`src/rtl/pipe_chain.sv`:
```
`default_nettype none
// ====================================================================
// pipe_chain : elastic DEPTH-stage ready/valid register pipeline
//              with global stall and flush
// Revision   : 1.0
// ====================================================================
module pipe_chain #(
  parameter int WIDTH = 32,
  parameter int DEPTH = 4,
  parameter int CNT_W = $clog2(DEPTH + 1)
) (
  input  logic             clk,
  input  logic             rst,
  input  logic             in_valid,
  output logic             in_ready,
  input  logic [WIDTH-1:0] in_data,
  output logic             out_valid,
  input  logic             out_ready,
  output logic [WIDTH-1:0] out_data,
  input  logic             stall,
  input  logic             flush,
  output logic [CNT_W-1:0] occupancy
);

  logic [DEPTH-1:0] r_v;
  logic [WIDTH-1:0] r_d [DEPTH];
  logic [DEPTH:0]   w_rdy;
  logic [DEPTH-1:0] w_up_v;
  logic [WIDTH-1:0] w_up_d [DEPTH];
  logic             w_hold;

  assign w_hold = stall | flush;

  // A stage can load when it is empty or its successor is loading too.
  always_comb begin
    w_rdy[DEPTH] = out_ready;
    for (int k = DEPTH - 1; k >= 0; k--) begin
      w_rdy[k] = !w_hold & (!r_v[k] | w_rdy[k+1]);
    end
  end

  always_comb begin
    w_up_v[0] = in_valid;
    w_up_d[0] = in_data;
    for (int k = 1; k < DEPTH; k++) begin
      w_up_v[k] = r_v[k-1];
      w_up_d[k] = r_d[k-1];
    end
  end

  always_comb begin
    occupancy = '0;
    for (int k = 0; k < DEPTH; k++) begin
      occupancy = occupancy + CNT_W'(r_v[k]);
    end
  end

  assign in_ready  = w_rdy[0];
  assign out_valid = r_v[DEPTH-1] & !w_hold;
  assign out_data  = r_d[DEPTH-1];

  always_ff @(posedge clk) begin
    if (rst) begin
      r_v <= '0;
      for (int k = 0; k < DEPTH; k++) begin
        r_d[k] <= '0;
      end
    end else if (flush) begin
      r_v <= '0;
    end else begin
      // Data registers only load on a valid word so bubbles leave payload intact.
      for (int k = 0; k < DEPTH; k++) begin
        if (w_rdy[k]) begin
          r_v[k] <= w_up_v[k];
          if (w_up_v[k]) begin
            r_d[k] <= w_up_d[k];
          end
        end
      end
    end
  end

endmodule
`default_nettype wire

```
`config.mk`:
```
export PLATFORM = sky130hd
export DESIGN_NAME = pipe_chain
export DESIGN_NICKNAME = d
export VERILOG_FILES = /design/src/rtl/pipe_chain.sv
export SDC_FILE = /design/constraint.sdc
export NUM_CORES = 1
export LEC_CHECK = 0
export CORE_UTILIZATION = 58
export CTS_CLUSTER_SIZE = 16
export DETAILED_ROUTE_END_ITERATION = 12
export PLACE_DENSITY = 0.91
export SKIP_CTS_REPAIR_TIMING = 1
export SLEW_MARGIN = 20
export SYNTH_ARGS = -nofsm -noshare
export SYNTH_HDL_FRONTEND = slang
export SYNTH_SLANG_ARGS = --single-unit
```
`constraint.sdc`:
```
create_clock -name clk -period 3.55 [get_ports clk]
set_input_delay 0.71 -clock clk [delete_from_list [all_inputs] [get_ports clk]]
set_output_delay 0.71 -clock clk [all_outputs]
set_load 0.05 [all_outputs]
```
After elaboration in Yosys (flattened, before gate mapping)
Memories as Yosys holds them, arrays and structs flattened.
Cells that the tools add are included.
{ "totals": {"register_bits": 4, "latchBits": 0, "mem_bits_rw": 128, "rom_bits": 0, "in_bits": 38, "mem_count": 1} }
{ "op_classes": {"n_addsub": 3, "multipliers": 0, "n_div": 0, "n_lt_le_gt_ge": 0, "eq_ne": 0, "shift": 0, "mux": 26, "n_bitwise": 14, "n_reduce_logical": 6} }
{ "memory_table": {"columns": ["name", "depth", "width", "read_ports", "rd_ports_with_merged_regs", "wr", "line", "rtl"], "rows": [
  ["r_d", 4, 32, 4, 0, 4, "26", "logic [WIDTH-1:0] r_d [DEPTH];"]
]} }
{ "ops": {"columns": ["op", "n"], "rows": [
  ["32-bit 2-to-1 mux", 4],
  ["1-bit 2-to-1 mux", 22],
  ["1-bit OR", 9],
  ["1-bit AND", 5],
  ["1-bit logical NOT", 5],
  ["2-bit by 1-bit adder with 3-bit output", 1],
  ["3-bit by 1-bit adder with 3-bit output", 1],
  ["1-bit by 1-bit adder with 2-bit output", 1],
  ["2-bit OR reduction", 1]
]} }

Longest topological paths before layout
{ "depth": {"depth_word": 14, "ltp_mapped": 5, "mapped_depth_nobuf": 5} }

Least setup slack after synthesis
OpenSTA, ideal clock, no wires.
{ "synth_path": {"path_type": "input to output", "startpoint": "input port stall", "endpoint": "output port out_valid", "t_arrival_ns": 1.930, "required_ns": 2.840, "setup_slack_ns": 0.910, "stages": 2, "path_cell_list": "buf_2 -> nor3_1"} }
{ "synth_via": {"elab_chain_cells": 3} }
{ "synth_lines": {"columns": ["element", "line", "rtl"], "rows": [
  ["start: declaration", "20", "input logic stall,"],
  ["1-bit OR", "32", "assign w_hold = stall | flush;"],
  ["1-bit logical NOT", "59", "assign out_valid = r_v[DEPTH-1] & !w_hold;"],
  ["1-bit AND", "59", null],
  ["end: declaration", "17", "output logic out_valid,"]
]} }
Every way passes these cells.

Final worst setup path
{ "layout_path": {"startpoint": "register r_v[0]", "endpoint": "output port occupancy[1]"} }
{ "layout_via": {"elab_chain_cells": 3} }
{ "layout_lines": {"columns": ["element", "line", "rtl"], "rows": [
  ["start: declaration", "25", "logic [DEPTH-1:0] r_v;"],
  ["start signal: indexed assignment", "74", "r_v[k] <= w_up_v[k];"],
  ["1-bit by 1-bit adder with 2-bit output", "54", "occupancy = occupancy + CNT_W'(r_v[k]);"],
  ["2-bit by 1-bit adder with 3-bit output", "54", null],
  ["3-bit by 1-bit adder with 3-bit output", "54", null],
  ["end: declaration", "22", "output logic [CNT_W-1:0] occupancy"]
]} }
Every way passes these cells.

==> results.json <==
{
  "outcome": "finished, final reports clean",
  "power_frac_comb": 0.044,
  "cp_cell_sequence": "inv_1 > fa_1 > inv_1 > ha_1 > ha_1 > dlymetal6s2s_1",
  "fin_skew_ps": 4.99,
  "ys_types": 24,
  "netlist_top_cells_count": "and2_1, edfxtp_1, clkbuf_1",
  "start_util": 0.608,
  "cts_tree": "done",
  "p_leak_nw": 2.50,
  "cp_slowest_stage_delay_ps": 550,
  "dpl-instance-area_sq_um": 5900,
  "synth_area_per_cell_sq_um": 16.4,
  "p_per_area_nw_per_um2": 579,
  "nets": 432,
  "worst_pin_slew_ps": 775,
  "crit_path_start": "r_v[0]$_SDFFE_PP0P_",
  "p_sw_mw": 0.781,
  "total_power_mw": 3.79,
  "cts_buffers": 17,
  "dieWidth_um": 95.5,
  "tns_ps": 0,
  "grt_remaining_overflow": 0,
  "hold_slack_ps": 518,
  "die_h_um": 95.5,
  "hold_viol_final": 0,
  "endpoint_kind": "output port",
  "wire_per_inst_um": 14.2,
  "synth_top_area_frac": 0.758,
  "period_share": 0.946,
  "min_path_type": "reg -> reg",
  "drc": 0,
  "max_freq_mhz": 298,
  "grt_pass1_vias": 2378,
  "rsz0062_at_grt": "false",
  "area_delta_synth_final_pct": 29.1,
  "drt_pass1_iterations": 4,
  "grt_pass1_wl_um": 11200,
  "h-tree-depth": 4,
  "io_pins": 75,
  "clock_power_share": 0.482,
  "drt-initial-drc-count": 128,
  "crit_arrival_ps": 2650,
  "synthFlopType": "edfxtp_1",
  "dp_hpwl_um": 4500,
  "vias": 2514,
  "timing.rr.start": "r_v[1]$_SDFFE_PP0P_",
  "netlist_instances": 310,
  "port_buffers": 74,
  "power.internal_mw": 3.01,
  "clock_latency_ps": 510,
  "rrSetupSlack_ps": 1760,
  "gp_congestion": 0.788,
  "ant_nets": 0,
  "crit_buf_inv": 3,
  "die_area_sq_um": 9120,
  "clock-sinks": 132,
  "antenna_found_initial": 0,
  "ctsRootBufferMaster": "clkbuf_8",
  "clockBufferDepth": 2,
  "clkTransAtPathRegs_ps": 60,
  "min_period_ps": 3360,
  "pwr-share-seq": 0.473,
  "routed_wl_um": 7240,
  "ys_ff_latch": 132,
  "dpl_worst_slack_ps": 405,
  "hold_start": "r_d[1][5]$_SDFFCE_PN0P_",
  "ys_async_sr_fraction": 0,
  "slew_headroom": 0.483,
  "required_ps": 2840,
  "setup_viol": 0,
  "core-area_sq_um": 8340,
  "synth_area_leaders": "edfxtp_1, and2_1, dfxtp_1, a31o_2, clkbuf_1",
  "vias_per_cell": 4.94,
  "grtUsageTotal": 0.176,
  "synth_fp_nets": 351,
  "drv_slew": 0,
  "critical_path.max_fanout": 6,
  "cp_top_family": "adder cells",
  "worst_slack_ps": 193,
  "grt_max_degree": 33,
  "yosysMostFrequentCell": "and2_1",
  "rows": 33,
  "synth_warnings": 0,
  "ys_seq_area_frac": 0.774,
  "design_area_sq_um": 6550,
  "num_antenna_cells": 0,
  "crit_type": "reg -> out",
  "cp_slowest_cell": "fa_1",
  "drive_gt1_frac": 0.106,
  "synth-edff-count": 128,
  "sw_frac_of_total": 0.206,
  "synth_top_area_cell": "edfxtp_1",
  "vdd_ir_drop_max_uv": 470,
  "max_cap_viol_count": 0,
  "syn_area_sq_um": 5070,
  "worstSetupStartpointType": "register"
}
## layer usage
layer	up-vias	share of wire	GRT usage
met5	-	0	0
met1	1161	0.43	0.206
li1	1253	-	-
met2	95	0.52	0.292
met4	0	0.0047	0.0746
met3	5	0.051	0.0630
## cell families (layout without fill, tap and decap cells)
| family | count (synthesis) | in the layout | synth area share |
|---|---|---|---|
| AO/OA/AOI/OAI | 10 | 10 | 0.0173 |
| adder cells (fa/ha/maj) | 3 | 3 | 0.00888 |
| buffers and inverters | 21 | 115 | 0.0168 |
| flip-flops | 132 | 132 | 0.774 |
| multiplexers | 3 | 3 | 0.00592 |
| AND/OR/NAND/NOR | 141 | 141 | 0.177 |
## state kept, by name, summed over array words and instances, names as in the netlist
name,count
r_d,128
r_v,4
## cell usage in the layout, fill, tap and decap left out, types with 2 or more instances in the layout
cell | Yosys | routed
edfxtp_1 | 128 | 128
inv_8 | 0 | 3
mux2i_1 | 3 | 3
inv_1 | 7 | 7
clkbuf_16 | 0 | 16
inv_6 | 0 | 4
dfxtp_1 | 4 | 4
and2_1 | 129 | 129
a31o_2 | 4 | 4
clkdlybuf4s50_1 | 0 | 70
ha_1 | 2 | 2
and4b_1 | 2 | 2
buf_4 | 0 | 3
dlymetal6s2s_1 | 0 | 3
nand2b_1 | 2 | 2
bufinv_16 | 0 | 4
a21oi_1 | 4 | 4
clkinv_4 | 0 | 3
## worst paths after layout
| kind | to | cells past startpoint |
|---|---|---|
| worst min register to register | r_d[2][5]$_SDFFCE_PN0P_ | 1 |
| worst min-delay path | r_d[2][5]$_SDFFCE_PN0P_ | 1 |
| worst max register to register | r_d[0][21]$_SDFFCE_PN0P_ | 3 |
| worst max-delay path | occupancy[1] | 6 |
## worst reg2reg max path, delay by kind of cell (launching register included)
family | cells | cell delay (ps)
and+or+nand+nor | 2 | 390
DFF | 1 | 370
AOI/OAI and AO/OA | 1 | 660
## power groups by stage
stage	registers, mW	logic (mW)	clock network, mW
3_5_place_dp	1.82	0.169	0
4_1_cts	1.79	0.170	1.85
6_report	1.79	0.168	1.83
5_1_grt	1.80	0.179	1.92
3_3_place_gp	1.82	0.165	0
2_1_floorplan	1.86	0.0460	0
## cell type report
cell class              count  area [sq um]
inverters                   7          26.3
clock inverters            15           220
multi-input cells         157          1070
clock buffers              17           414
flip-flops and latches    132          3920
fillers                   454          1800
repair buffers             76           761
well taps                 105           131
## per-stage QoR
step	std cells	util
2_1_floorplan	310	-
3_3_place_gp	477	0.707
3_5_place_dp	477	0.707
4_1_cts	509	0.783
5_1_grt	509	0.785
6_report	509	0.785
No activity file was read; power rests on OpenSTA's default activity.
